`src/rtl/sevseg_scanner.sv`:
```
// Multiplexed seven-segment hex display scanner with a per-digit write buffer.
// Optional macro SEVSEG_BRIGHTNESS_EN adds a 4-bit PWM brightness input.
module sevseg_scanner #(
    parameter int DIGITS     = 4,
    parameter int CLK_DIV    = 50000,
    parameter int ACTIVE_LOW = 1
) (
    input  logic                      clk,
    input  logic                      rst_n,
`ifdef SEVSEG_BRIGHTNESS_EN
    input  logic [3:0]                brightness,
`endif
    input  logic                      wr_en,
    input  logic [$clog2(DIGITS)-1:0] wr_idx,
    input  logic [3:0]                wr_val,
    input  logic                      wr_blank,
    output logic [6:0]                seg,
    output logic [DIGITS-1:0]         sel,
    output logic                      frame_tick
);

    localparam int                IDX_W    = $clog2(DIGITS);
    localparam int                PRE_W    = (CLK_DIV > 1) ? $clog2(CLK_DIV) : 1;
    localparam logic [PRE_W-1:0]  PRE_LAST = PRE_W'(CLK_DIV - 1);
    localparam logic [IDX_W-1:0]  IDX_LAST = IDX_W'(DIGITS - 1);
    localparam logic              INV      = (ACTIVE_LOW != 0);
    localparam logic [6:0]        SEG_OFF  = {7{INV}};
    localparam logic [DIGITS-1:0] SEL_OFF  = {DIGITS{INV}};

    logic [PRE_W-1:0]  prescaler;
    logic [IDX_W-1:0]  idx;
    logic [4:0]        buffer [DIGITS];
    logic              slot_end;
    logic [4:0]        cur;
    logic [6:0]        seg_hi;
    logic              show;
    logic [6:0]        seg_next;
    logic [DIGITS-1:0] sel_next;

    assign slot_end = (prescaler == PRE_LAST);

    // frame_tick is raised on the same edge the index wraps, so it is high
    // for the single cycle that follows the wrap.
    always_ff @(posedge clk or negedge rst_n) begin
        if (!rst_n) begin
            prescaler  <= '0;
            idx        <= '0;
            frame_tick <= 1'b0;
        end else begin
            frame_tick <= 1'b0;
            if (slot_end) begin
                prescaler <= '0;
                if (idx == IDX_LAST) begin
                    idx        <= '0;
                    frame_tick <= 1'b1;
                end else begin
                    idx <= idx + 1'b1;
                end
            end else begin
                prescaler <= prescaler + 1'b1;
            end
        end
    end

    always_ff @(posedge clk or negedge rst_n) begin
        if (!rst_n) begin
            for (int i = 0; i < DIGITS; i++) begin
                buffer[i] <= 5'h10;
            end
        end else if (wr_en && (32'(wr_idx) < DIGITS)) begin
            buffer[wr_idx] <= {wr_blank, wr_val};
        end
    end

`ifdef SEVSEG_BRIGHTNESS_EN
    logic [3:0] pwm_cnt;

    always_ff @(posedge clk or negedge rst_n) begin
        if (!rst_n) begin
            pwm_cnt <= 4'd0;
        end else begin
            pwm_cnt <= pwm_cnt + 4'd1;
        end
    end
`endif

    // Decode in active-high form; polarity is applied when registering.
    always_comb begin
        cur    = buffer[idx];
        seg_hi = 7'h00;
        case (cur[3:0])
            4'h0: seg_hi = 7'h3F;
            4'h1: seg_hi = 7'h06;
            4'h2: seg_hi = 7'h5B;
            4'h3: seg_hi = 7'h4F;
            4'h4: seg_hi = 7'h66;
            4'h5: seg_hi = 7'h6D;
            4'h6: seg_hi = 7'h7D;
            4'h7: seg_hi = 7'h07;
            4'h8: seg_hi = 7'h7F;
            4'h9: seg_hi = 7'h6F;
            4'hA: seg_hi = 7'h77;
            4'hB: seg_hi = 7'h7C;
            4'hC: seg_hi = 7'h39;
            4'hD: seg_hi = 7'h5E;
            4'hE: seg_hi = 7'h79;
            4'hF: seg_hi = 7'h71;
            default: seg_hi = 7'h00;
        endcase
`ifdef SEVSEG_BRIGHTNESS_EN
        show = !cur[4] && (pwm_cnt <= brightness);
`else
        show = !cur[4];
`endif
        seg_next = show ? seg_hi : 7'h00;
        sel_next = show ? (DIGITS'(1) << idx) : '0;
    end

    always_ff @(posedge clk or negedge rst_n) begin
        if (!rst_n) begin
            seg <= SEG_OFF;
            sel <= SEL_OFF;
        end else begin
            seg <= seg_next ^ SEG_OFF;
            sel <= sel_next ^ SEL_OFF;
        end
    end

endmodule

```
`config.mk`:
```
export PLATFORM = sky130hd
export DESIGN_NAME = sevseg_scanner
export DESIGN_NICKNAME = d
export VERILOG_FILES = /design/src/rtl/sevseg_scanner.sv
export SDC_FILE = /design/constraint.sdc
export NUM_CORES = 1
export LEC_CHECK = 0
export ABC_CLOCK_PERIOD_IN_PS = 2420
export CAP_MARGIN = 20
export CORE_AREA = 3 3 79 81
export CTS_BUF_LIST = sky130_fd_sc_hd__clkbuf_8 sky130_fd_sc_hd__clkbuf_16
export DETAILED_ROUTE_END_ITERATION = 10
export DIE_AREA = 0 0 82 84
export SETUP_SLACK_MARGIN = 0.5
export SYNTH_ARGS = -nofsm -noshare
export SYNTH_HDL_FRONTEND = slang
export SYNTH_SLANG_ARGS = --single-unit
```
`constraint.sdc`:
```
create_clock -name clk -period 2.42 [get_ports clk]
set_clock_uncertainty 0.05 [all_clocks]
set_input_delay 0.363 -clock clk [delete_from_list [all_inputs] [get_ports clk]]
set_output_delay 0.363 -clock clk [all_outputs]
set_load 0.02 [all_outputs]
```
# Word-level counts from Yosys, hierarchy flattened
# Memories as Yosys holds them, arrays and structs flattened.
# Index checks and enable logic that the tools add are counted.
dict set report op_classes {
  add_sub_neg 2
  n_lt_le_gt_ge 3
  eq_ne 2
  n_shift 1
  n_mux 12
  n_bitwise 4
  n_reduce_logical 1
}
# operator count
set op_table {}
lappend op_table {{$bwmux W20} 1}
lappend op_table {{$add A16 B1 Y16 const B} 1}
lappend op_table {{$eq A16 B16 Y1 const B} 1}
lappend op_table {{$mux W16} 1}
lappend op_table {{$mux W5} 3}
lappend op_table {{$bmux W5 S2} 1}
lappend op_table {{$demux W5 S2} 1}
lappend op_table {{$mux W7} 1}
lappend op_table {{$not A7 Y7} 1}
lappend op_table {{$ge A3 B3 Y1 const B} 2}
lappend op_table {{$not A2 Y3} 2}
lappend op_table {{$mux W4} 1}
lappend op_table {{$not A4 Y4} 1}
lappend op_table {{$shl A1 B2 Y4 const A} 1}
lappend op_table {{$lt A3 B1 Y1 const B} 1}
lappend op_table {{$add A2 B1 Y2 const B} 1}
lappend op_table {{$eq A2 B2 Y1 const B} 1}
lappend op_table {{$mux W1} 2}
lappend op_table {{$mux W2} 1}
lappend op_table {{$logic_and A1 B1 Y1} 1}
dict set report totals {
  register_bits 50
  rom_bits 112
  input_bits 10
  out_inout_bits 12
  mem_count 1
}
# memory depth width read_ports rd_ports_with_merged_regs write_ports line
set memory_table {}
lappend memory_table {{(no name shown)} 16 7 1 0 0 91} ;# case (cur[3:0])

# Longest topological paths before layout
# Gate-level depths: netlist of the first run.
# An unclocked memory read counts as a cell.
dict set report logic_depth {
  depth_word 7
  ltp_mapped 8
  ltp_nobuf 7
}

# Worst setup path after synthesis of the first run
# OpenSTA, ideal clock, no wires.
dict set report synth_timing {
  path_kind {register to register}
  from {reg idx[0]}
  to {reg seg[3]}
  setup_time_ns 0.090
  arrival_time_ns 1.831
  required_time_ns 2.280
  setup_slack_ns 0.448
  stages_incl_launch_ff 7
  period_less_slack_ns 1.972
  cell_sequence {dfrtp_1 -> buf_6 -> mux4_1 -> ha_1 -> mux2_2 -> mux2i_1 -> nand2_1}
}
dict set report synth_via {
  elab_chain_len 7
}
# element line
set synth_rtl {}
lappend synth_rtl {{start: declaration} 31} ;# logic [IDX_W-1:0] idx;
lappend synth_rtl {{start signal: assignment} 57} ;# idx <= idx + 1'b1;
lappend synth_rtl {{$not A2 Y3 (implied by the code) *} 89} ;# cur = buffer[idx];
lappend synth_rtl {{$bmux W5 S2 *} 89}
lappend synth_rtl {{$mux W5 (implied by the code) * (2 in series)} 89}
lappend synth_rtl {{$mem_v2 Z16 W7} n/a}
lappend synth_rtl {{$mux W7 *} 115} ;# seg_next = show ? seg_hi : 7'h00;
lappend synth_rtl {{$not A7 Y7 (no line) *} n/a}
lappend synth_rtl {{end signal: assignment} 124} ;# seg <= seg_next ^ SEG_OFF;
lappend synth_rtl {{end: declaration} 17} ;# output logic [6:0] seg,
# Mark *: on every way between the ends. The rest lies on a longest branch, timed or not. The select of a mux whose other input is x is not followed.
# A chain may end at the register's enable or synchronous reset.

# Final worst setup path of the first run
# Ends and elaborated chain as after synthesis.

==> results of run 1 <==
==> kinds of logic (layout without fill, tap and decap cells) <==
family                     Yosys count  after routing  share of synthesized area [%]
and+or+nand+nor                     61             61                          13.18
DFF                                 50             50                          52.86
muxes                               34             34                          17.92
xor gates and xnor gates            14             14                          5.104
buffers and inverters               13             59                          2.968
adders and majority gates           11             11                          5.729
AOI/OAI and AO/OA                    8              8                          2.239
==> metal layers <==
| layer | GRT usage (%) | routed length [um] |
|---|---|---|
| met5 | 0 | 0 |
| met4 | 4.683 | 96 |
| met3 | 3.672 | 184 |
| met2 | 23.22 | 2348 |
| met1 | 18.69 | 2067 |
==> power groups by stage <==
| stage | combinational (uW) | clock, uW | sequential, uW |
|---|---|---|---|
| 2_1_floorplan | 243 | 0 | 1070 |
| 3_3_place_gp | 429 | 0 | 1030 |
| 3_5_place_dp | 448 | 0 | 1030 |
| 4_1_cts | 517 | 486 | 1010 |
| 5_1_grt | 613 | 533 | 1020 |
| 6_report | 573 | 472 | 1010 |
==> repair_timing <==
item / CTS / global route
resized for setup: 12 / 10
pin swaps: 3 / 2
endpoints found under the hold margin: 6 / 0
endpoints found under the setup margin: 3 / 8
buffers inserted: 9 / 5
cloned: 0 / 0
hold buffers: 1 / 0
==> state kept, by name, summed over array words and instances, names as in the netlist <==
signal,cells
seg,7
idx,2
frame_tick,1
buffer,20
prescaler,16
sel,4
==> worst register-to-register path: cells and delay by family (launching register included) <==
family	cells	cell delay (ns)
adders and majority gates	1	0.15
buffers and inverters	2	0.21
DFF	1	0.46
muxes	3	0.95
and+or+nand+nor	1	0.08
==> Yosys cell counts, types with 2 or more instances <==
master                     number  area [um^2]
sky130_fd_sc_hd__mux2i_1        4        40.04
sky130_fd_sc_hd__nor2_1        16        60.06
sky130_fd_sc_hd__inv_1          9        33.78
sky130_fd_sc_hd__nor3_1         5        25.02
sky130_fd_sc_hd__dfrtp_1       35        875.8
sky130_fd_sc_hd__and3_1         2        12.51
sky130_fd_sc_hd__xor2_1         6        52.55
sky130_fd_sc_hd__mux4_2         3        67.56
sky130_fd_sc_hd__nor4_1         3        18.77
sky130_fd_sc_hd__buf_6          3        33.78
sky130_fd_sc_hd__nand2_1       11        41.29
sky130_fd_sc_hd__xnor2_1        8        70.07
sky130_fd_sc_hd__o211ai_1       2        15.01
sky130_fd_sc_hd__nand3_1        9        45.04
sky130_fd_sc_hd__ha_1          11        137.6
sky130_fd_sc_hd__mux2_2        25        281.5
sky130_fd_sc_hd__nand3b_1       3        22.52
sky130_fd_sc_hd__nand4_1        5        31.28
sky130_fd_sc_hd__dfstp_2       15        394.1
==> area by class of cell <==
cell class	count	area (um^2)	area share, %
repair buffers	42	385.4	12.79
inverters	9	38.79	1.287
clock inverters	3	16.27	0.5399
flip-flops and latches	50	1271	42.19
well taps	72	90.09	2.990
multi-input cells	128	1142	37.92
clock buffers	5	68.82	2.284
==> per-stage QoR <==
| step | setup WS [ns] | power, uW | std cells |
|---|---|---|---|
| 5_1_grt | 0.4009 | 2170 | 309 |
| 3_5_place_dp | 0.3622 | 1478 | 286 |
| 3_3_place_gp | 0.5103 | 1459 | 286 |
| 4_1_cts | 0.4777 | 2017 | 304 |
| 2_1_floorplan | 0.5293 | 1314 | 191 |
| 6_report | 0.4588 | 2059 | 309 |
==> worst paths after layout <==
| kind | slack, ns | from | cells after the start | to |
|---|---|---|---|---|
| worst max-delay path | 0.46 | idx[0] | 7 | seg[3] |
| worst min-delay path | 0.45 | rst_n | 2 | prescaler[7] |
| worst max register to register | 0.46 | idx[0] | 7 | seg[3] |
| worst min register to register | 0.45 | prescaler[0] | 1 | prescaler[0] |
| max in group asynchronous | 1.27 | rst_n | 3 | idx[0] |
| min in group clk | 0.45 | prescaler[0] | 1 | prescaler[0] |
==> layout by cell type (no fill, tap or decap), types with 5 or more instances in the layout <==
master                            instances
sky130_fd_sc_hd__xor2_1                   6
sky130_fd_sc_hd__mux2_2                  24
sky130_fd_sc_hd__clkbuf_8                 5
sky130_fd_sc_hd__dfstp_2                 15
sky130_fd_sc_hd__nand4_1                  5
sky130_fd_sc_hd__inv_1                    7
sky130_fd_sc_hd__dfrtp_1                 34
sky130_fd_sc_hd__nand2_1                 10
sky130_fd_sc_hd__nand3_1                  9
sky130_fd_sc_hd__buf_4                   17
sky130_fd_sc_hd__nor2_1                  16
sky130_fd_sc_hd__ha_1                     7
sky130_fd_sc_hd__clkdlybuf4s50_1         20
sky130_fd_sc_hd__xnor2_1                  8
==> impl_metrics.xml, run 1 <==
<?xml version="1.0" encoding="UTF-8"?>
<metrics>
  <group name="status">
    <metric name="run_status" unit="">complete, no violations</metric>
  </group>
  <group name="timing">
    <metric name="count_of_endpoints_failing_setup_in_the_final_report" unit="">0</metric>
    <metric name="timing.final.max_slew_violations" unit="">0</metric>
    <metric name="tightest_slew" unit="ns">0.3851</metric>
    <metric name="hold_viol" unit="">0</metric>
    <metric name="maxClockFrequency" unit="MHz">509.9</metric>
    <metric name="unrepaired_setup_endpoints_after_global_routing" unit="">true</metric>
    <metric name="final_min_period_over_clock_period" unit="%">81.04</metric>
    <metric name="finalCriticalPeriod" unit="ns">1.961</metric>
    <metric name="fin_hold_ws" unit="ns">0.4512</metric>
    <metric name="fin_tns_setup" unit="ns">0</metric>
    <metric name="slew_headroom" unit="%">74.33</metric>
  </group>
  <group name="critical_path">
    <metric name="setup.worst_path.end_class" unit="">flop</metric>
    <metric name="worstSetupPathType" unit="">reg2reg</metric>
    <metric name="crit_arrival" unit="ns">2.14</metric>
    <metric name="list_of_cells_traversed_by_the_critical_path" unit="">mux4_2, inv_4, buf_12, ha_4, mux2_4, mux2i_2, nand2_1</metric>
    <metric name="worst-path-buf-inv" unit="">2</metric>
    <metric name="worst_path_dominant_cell_family" unit="">multiplexers</metric>
    <metric name="longest_individual_stage_delay_on_the_worst_path" unit="ns">0.49</metric>
    <metric name="crit_fanout" unit="">5</metric>
    <metric name="worst_path_required" unit="ns">2.60</metric>
    <metric name="cp_slowest_cell" unit="">sky130_fd_sc_hd__mux4_2</metric>
    <metric name="critPathLaunchType" unit="">flop</metric>
  </group>
  <group name="place">
    <metric name="hpwl" unit="mm">3.320</metric>
    <metric name="port_buffers" unit="">21</metric>
    <metric name="dpl_cell_area" unit="um^2">2701</metric>
    <metric name="gp_congestion" unit="">0.8977</metric>
  </group>
  <group name="routing">
    <metric name="detail_route.wl_per_cell" unit="um">15.20</metric>
    <metric name="final_antenna_net_count" unit="">0</metric>
    <metric name="route.detailed.vias_per_inst" unit="">5.188</metric>
    <metric name="via_count" unit="">1603</metric>
    <metric name="drt_iter0_drc" unit="">82</metric>
    <metric name="drc" unit="">0</metric>
    <metric name="routed_wl" unit="mm">4.696</metric>
    <metric name="first_pass_iters" unit="">4</metric>
  </group>
  <group name="cts">
    <metric name="clock_tree.buffer_depth" unit="">2</metric>
    <metric name="cts_tree" unit="">yes</metric>
    <metric name="root_buffer" unit="">sky130_fd_sc_hd__clkbuf_8</metric>
    <metric name="total_clock_buffers_created_by_cts" unit="">5</metric>
    <metric name="cts.sink_count" unit="">50</metric>
    <metric name="cts.reportedPaths.clkPinSlew" unit="ns">0.09</metric>
    <metric name="insertion_delay" unit="ns">0.30</metric>
    <metric name="cts.htree.levels" unit="">2</metric>
  </group>
  <group name="logic_synthesis">
    <metric name="count_of_synthesis_stage_warnings_from_yosys" unit="">0</metric>
    <metric name="synth_enable_flop_cells" unit="">0</metric>
    <metric name="synth_cells" unit="">191</metric>
    <metric name="asyncSetResetFlopFracSynth" unit="%">100.0</metric>
    <metric name="netlist_area" unit="um^2">2402</metric>
    <metric name="synth_nets" unit="">212</metric>
    <metric name="synth.yosys.seq_area_share" unit="%">52.86</metric>
    <metric name="synth_area_per_cell" unit="um^2">12.58</metric>
    <metric name="synth_cell_type_count" unit="">35</metric>
    <metric name="synth_seq_cells" unit="">50</metric>
    <metric name="dominantRegCellSynth" unit="">sky130_fd_sc_hd__dfrtp_1</metric>
  </group>
  <group name="worst_hold_path">
    <metric name="min_path_type" unit="">in2async</metric>
  </group>
  <group name="floorplan">
    <metric name="num_io_pins" unit="">22</metric>
    <metric name="floorplan.rows" unit="">27</metric>
    <metric name="core_area" unit="um^2">5540</metric>
    <metric name="die_x" unit="um">82</metric>
    <metric name="design.die.area" unit="um^2">6888</metric>
    <metric name="die_y" unit="um">84</metric>
    <metric name="initial_core_util" unit="%">43.36</metric>
  </group>
  <group name="grt">
    <metric name="first_global_vias" unit="">1619</metric>
    <metric name="total_gr_overflow" unit="">0</metric>
    <metric name="grt_max_degree" unit="">20</metric>
    <metric name="first_pass_grt_wire_length" unit="mm">7.714</metric>
    <metric name="number_of_antenna_violations_at_the_first_check_in_global_routing" unit="">0</metric>
    <metric name="groute.usage.overall" unit="%">14.42</metric>
  </group>
  <group name="power">
    <metric name="swShare" unit="%">28.48</metric>
    <metric name="power_per_cell_area" unit="nW/um^2">683.4</metric>
    <metric name="peakVddDrop" unit="mV">0.2935</metric>
    <metric name="p_clk_share" unit="%">22.9</metric>
    <metric name="p_int" unit="uW">1473</metric>
    <metric name="net-switching-power" unit="uW">586.5</metric>
    <metric name="p_seq_share" unit="%">49.2</metric>
    <metric name="power.static_leakage" unit="uW">0.001282</metric>
    <metric name="power_frac_comb" unit="%">27.8</metric>
  </group>
  <group name="final_layout">
    <metric name="areaGrowthSynthToFinish" unit="%">25.42</metric>
    <metric name="final_design_area_no_fill" unit="um^2">3013</metric>
    <metric name="design.final.nets" unit="">257</metric>
    <metric name="post_route_cells_drive_above_1_share" unit="%">37.13</metric>
    <metric name="final.fill_count" unit="">463</metric>
    <metric name="final_core_utilization" unit="%">54.38</metric>
    <metric name="n_antenna_cell" unit="">0</metric>
  </group>
  <group name="run">
    <metric name="cap_viol_max_count" unit="">0</metric>
  </group>
</metrics>
Power figures use the tool's default switching activity.
==> inputs of run 2 (changes only) <==
--- a/config.mk
+++ b/config.mk
@@ -5,7 +5,7 @@
 export SDC_FILE = /design/constraint.sdc
 export NUM_CORES = 1
 export LEC_CHECK = 0
-export ABC_CLOCK_PERIOD_IN_PS = 2420
+export ABC_CLOCK_PERIOD_IN_PS = 2000
 export CAP_MARGIN = 20
 export CORE_AREA = 3 3 79 81
 export CTS_BUF_LIST = sky130_fd_sc_hd__clkbuf_8 sky130_fd_sc_hd__clkbuf_16
==> constraint.sdc (replaced) <==
create_clock -name clk -period 2 [get_ports clk]
set_clock_uncertainty 0.05 [all_clocks]
set_input_delay 0.3 -clock clk [delete_from_list [all_inputs] [get_ports clk]]
set_output_delay 0.3 -clock clk [all_outputs]
set_load 0.02 [all_outputs]
==> run 2 against run 1 <==
  * Sequential cell count did not move
  * Clock power grew 19%
  * Power rose by 17%
  * Critical path type unchanged
  * Die area stayed put
  * Maximum frequency grew 5.5%
  * Critical endpoint unchanged
==> impl_metrics.xml, run 2 (synthesized netlist as in run 1, its figures left out) <==
<?xml version="1.0" encoding="UTF-8"?>
<metrics>
  <group name="grt">
    <metric name="total_gr_overflow" unit="">0</metric>
    <metric name="grt_max_degree" unit="">51</metric>
    <metric name="number_of_antenna_violations_at_the_first_check_in_global_routing" unit="">0</metric>
    <metric name="groute.usage.overall" unit="%">15.74</metric>
    <metric name="first_pass_grt_wire_length" unit="mm">8.411</metric>
    <metric name="first_global_vias" unit="">1763</metric>
  </group>
  <group name="critical_path">
    <metric name="list_of_cells_traversed_by_the_critical_path" unit="">mux4_2, ha_2, mux2_2, mux2i_1, nand2_1</metric>
    <metric name="setup.worst_path.end_class" unit="">flop</metric>
    <metric name="critPathLaunchType" unit="">flop</metric>
    <metric name="worstSetupPathType" unit="">reg2reg</metric>
    <metric name="longest_individual_stage_delay_on_the_worst_path" unit="ns">0.61</metric>
    <metric name="depth_of_the_worst_register_to_register_path" unit="">5</metric>
    <metric name="cp_slowest_cell" unit="">sky130_fd_sc_hd__mux4_2</metric>
    <metric name="reg2reg_slack" unit="ns">0.14</metric>
    <metric name="crit_fanout" unit="">5</metric>
    <metric name="critical_path.reg2reg.startpoint" unit="">idx[0]</metric>
    <metric name="reg2reg_to" unit="">seg[3]</metric>
    <metric name="worst_path_required" unit="ns">2.19</metric>
    <metric name="crit_arrival" unit="ns">2.05</metric>
  </group>
  <group name="power">
    <metric name="power_per_cell_area" unit="nW/um^2">761.7</metric>
    <metric name="peakVddDrop" unit="mV">0.4137</metric>
    <metric name="power.static_leakage" unit="uW">0.001377</metric>
  </group>
  <group name="worst_hold_path">
    <metric name="min_path_type" unit="">in2async</metric>
  </group>
  <group name="place">
    <metric name="hpwl" unit="mm">3.220</metric>
    <metric name="placedCellCount" unit="">286</metric>
    <metric name="gp_congestion" unit="">0.8693</metric>
    <metric name="port_buffers" unit="">21</metric>
  </group>
  <group name="timing">
    <metric name="hold_viol" unit="">0</metric>
    <metric name="final_min_period_over_clock_period" unit="%">92.99</metric>
    <metric name="finalCriticalPeriod" unit="ns">1.860</metric>
    <metric name="tightest_slew" unit="ns">0.6123</metric>
    <metric name="unrepaired_setup_endpoints_after_global_routing" unit="">true</metric>
    <metric name="maxClockFrequency" unit="MHz">537.7</metric>
    <metric name="count_of_endpoints_failing_setup_in_the_final_report" unit="">0</metric>
    <metric name="timing.final.max_slew_violations" unit="">0</metric>
    <metric name="slew_headroom" unit="%">59.18</metric>
    <metric name="fin_tns_setup" unit="ns">0</metric>
  </group>
  <group name="routing">
    <metric name="wl_met1" unit="mm">2.156</metric>
    <metric name="drt_iter0_drc" unit="">163</metric>
    <metric name="route.detailed.vias_per_inst" unit="">5.281</metric>
    <metric name="via_count" unit="">1727</metric>
    <metric name="detail_route.wl_per_cell" unit="um">15.98</metric>
    <metric name="routed_wl" unit="mm">5.226</metric>
    <metric name="met2WireLength" unit="mm">2.756</metric>
    <metric name="drc" unit="">0</metric>
    <metric name="wl_met3" unit="um">235</metric>
    <metric name="final_antenna_net_count" unit="">0</metric>
    <metric name="first_pass_iters" unit="">4</metric>
    <metric name="topRoutingLayerUsed" unit="">met4</metric>
  </group>
  <group name="final_layout">
    <metric name="post_route_cells_drive_above_1_share" unit="%">50.20</metric>
    <metric name="final_core_utilization" unit="%">57.18</metric>
    <metric name="final-instance-count-excl-fill" unit="">327</metric>
    <metric name="area_taken_by_multi_input_logic_gates" unit="um^2">1210</metric>
    <metric name="largest_register_ffs" unit="">20</metric>
    <metric name="most_frequent_cells_in_the_layout" unit="">sky130_fd_sc_hd__dfrtp_1 (33), sky130_fd_sc_hd__buf_4 (27), sky130_fd_sc_hd__mux2_2 (24)</metric>
    <metric name="register_containing_the_most_flip_flops_in_the_final_layout" unit="">buffer</metric>
    <metric name="final.fill_count" unit="">459</metric>
    <metric name="mostFrequentLayoutCell" unit="">sky130_fd_sc_hd__dfrtp_1</metric>
    <metric name="n_antenna_cell" unit="">0</metric>
    <metric name="biggestRegsByFlops" unit="">buffer x20, prescaler x16, seg x7</metric>
    <metric name="areaGrowthSynthToFinish" unit="%">31.88</metric>
    <metric name="ff_latch_area" unit="um^2">1272</metric>
    <metric name="design.final.nets" unit="">275</metric>
  </group>
  <group name="cts">
    <metric name="insertion_delay" unit="ns">0.30</metric>
    <metric name="root_buffer" unit="">sky130_fd_sc_hd__clkbuf_8</metric>
    <metric name="cts.reportedPaths.clkPinSlew" unit="ns">0.09</metric>
    <metric name="clock_tree.buffer_depth" unit="">2</metric>
    <metric name="total_clock_buffers_created_by_cts" unit="">5</metric>
    <metric name="cts_tree" unit="">yes</metric>
    <metric name="cts.htree.levels" unit="">2</metric>
    <metric name="cts.sink_count" unit="">50</metric>
  </group>
  <group name="floorplan">
    <metric name="floorplan.rows" unit="">27</metric>
    <metric name="die_y" unit="um">84</metric>
    <metric name="die_x" unit="um">82</metric>
    <metric name="core_area" unit="um^2">5540</metric>
    <metric name="design.die.area" unit="um^2">6888</metric>
    <metric name="initial_core_util" unit="%">43.36</metric>
    <metric name="num_io_pins" unit="">22</metric>
  </group>
  <group name="run">
    <metric name="cap_viol_max_count" unit="">0</metric>
  </group>
  <group name="status">
    <metric name="run_status" unit="">complete, no violations</metric>
  </group>
</metrics>
run 2: worst max path at each step:
stage / from / endpoint / cells past startpoint
after floorplan: idx[0] / seg[3] / 6
after global placement: idx[0] / seg[3] / 6
after detailed placement: idx[0] / seg[3] / 6
after CTS: idx[0] / seg[3] / 5
after global routing: idx[0] / seg[0] / 6
final: idx[0] / seg[3] / 5
run 2: metal layers:
metal  vias up  GRT usage [%]
met5         -              0
met2        46          26.67
met1       872          19.14
li1        800              -
met3         9          3.996
met4         0          5.136
run 2: stage by stage:
| step | worst slack (ns) | power, uW | hold slack (ns) | cell area (um^2) |
|---|---|---|---|---|
| floorplan | 0.1456 | 1597 | -0.04559 | 2444 |
| global placement | 0.1127 | 1774 | 0.3754 | 2746 |
| detailed placement | 0.02431 | 1794 | 0.3846 | 2746 |
| CTS | 0.1402 | 2391 | 0.05371 | 3022 |
| global route | 0.02139 | 2544 | 0.06575 | 3168 |
| finish | 0.1402 | 2413 | 0.02461 | 3168 |
run 2: power by group:
group          switching (uW)  internal, uW  leakage [uW]
registers                62.6          1180      0.000595
logic                     309           303      0.000735
clock network             326           236     0.0000468
total                     698          1720       0.00138
run 2: area by class of cell:
class | instances | share of cell area [%]
Tap cell | 72 | 2.844
Timing Repair Buffer | 59 | 15.17
Sequential cell | 50 | 40.17
Clock buffer | 5 | 2.172
Inverter | 9 | 1.066
Multi-Input combinational cell | 129 | 38.19
Clock inverter | 3 | 0.3949
run 2: worst max-delay path, delay by kind of cell (launching register included):
kind	cells	cell delay, ns
adder cells (fa/ha/maj)	1	0.22
multiplexers	3	1.01
flip-flops	1	0.43
AND/OR/NAND/NOR	1	0.08
run 2: timing repair:
| action | CTS | global route |
|---|---|---|
| pin swaps | 9 | 7 |
| setup buffers | 16 | 15 |
| resized for setup | 44 | 26 |
| gates cloned | 1 | 1 |
| hold buffers | 0 | 0 |
| endpoints found under the setup margin | 35 | 37 |
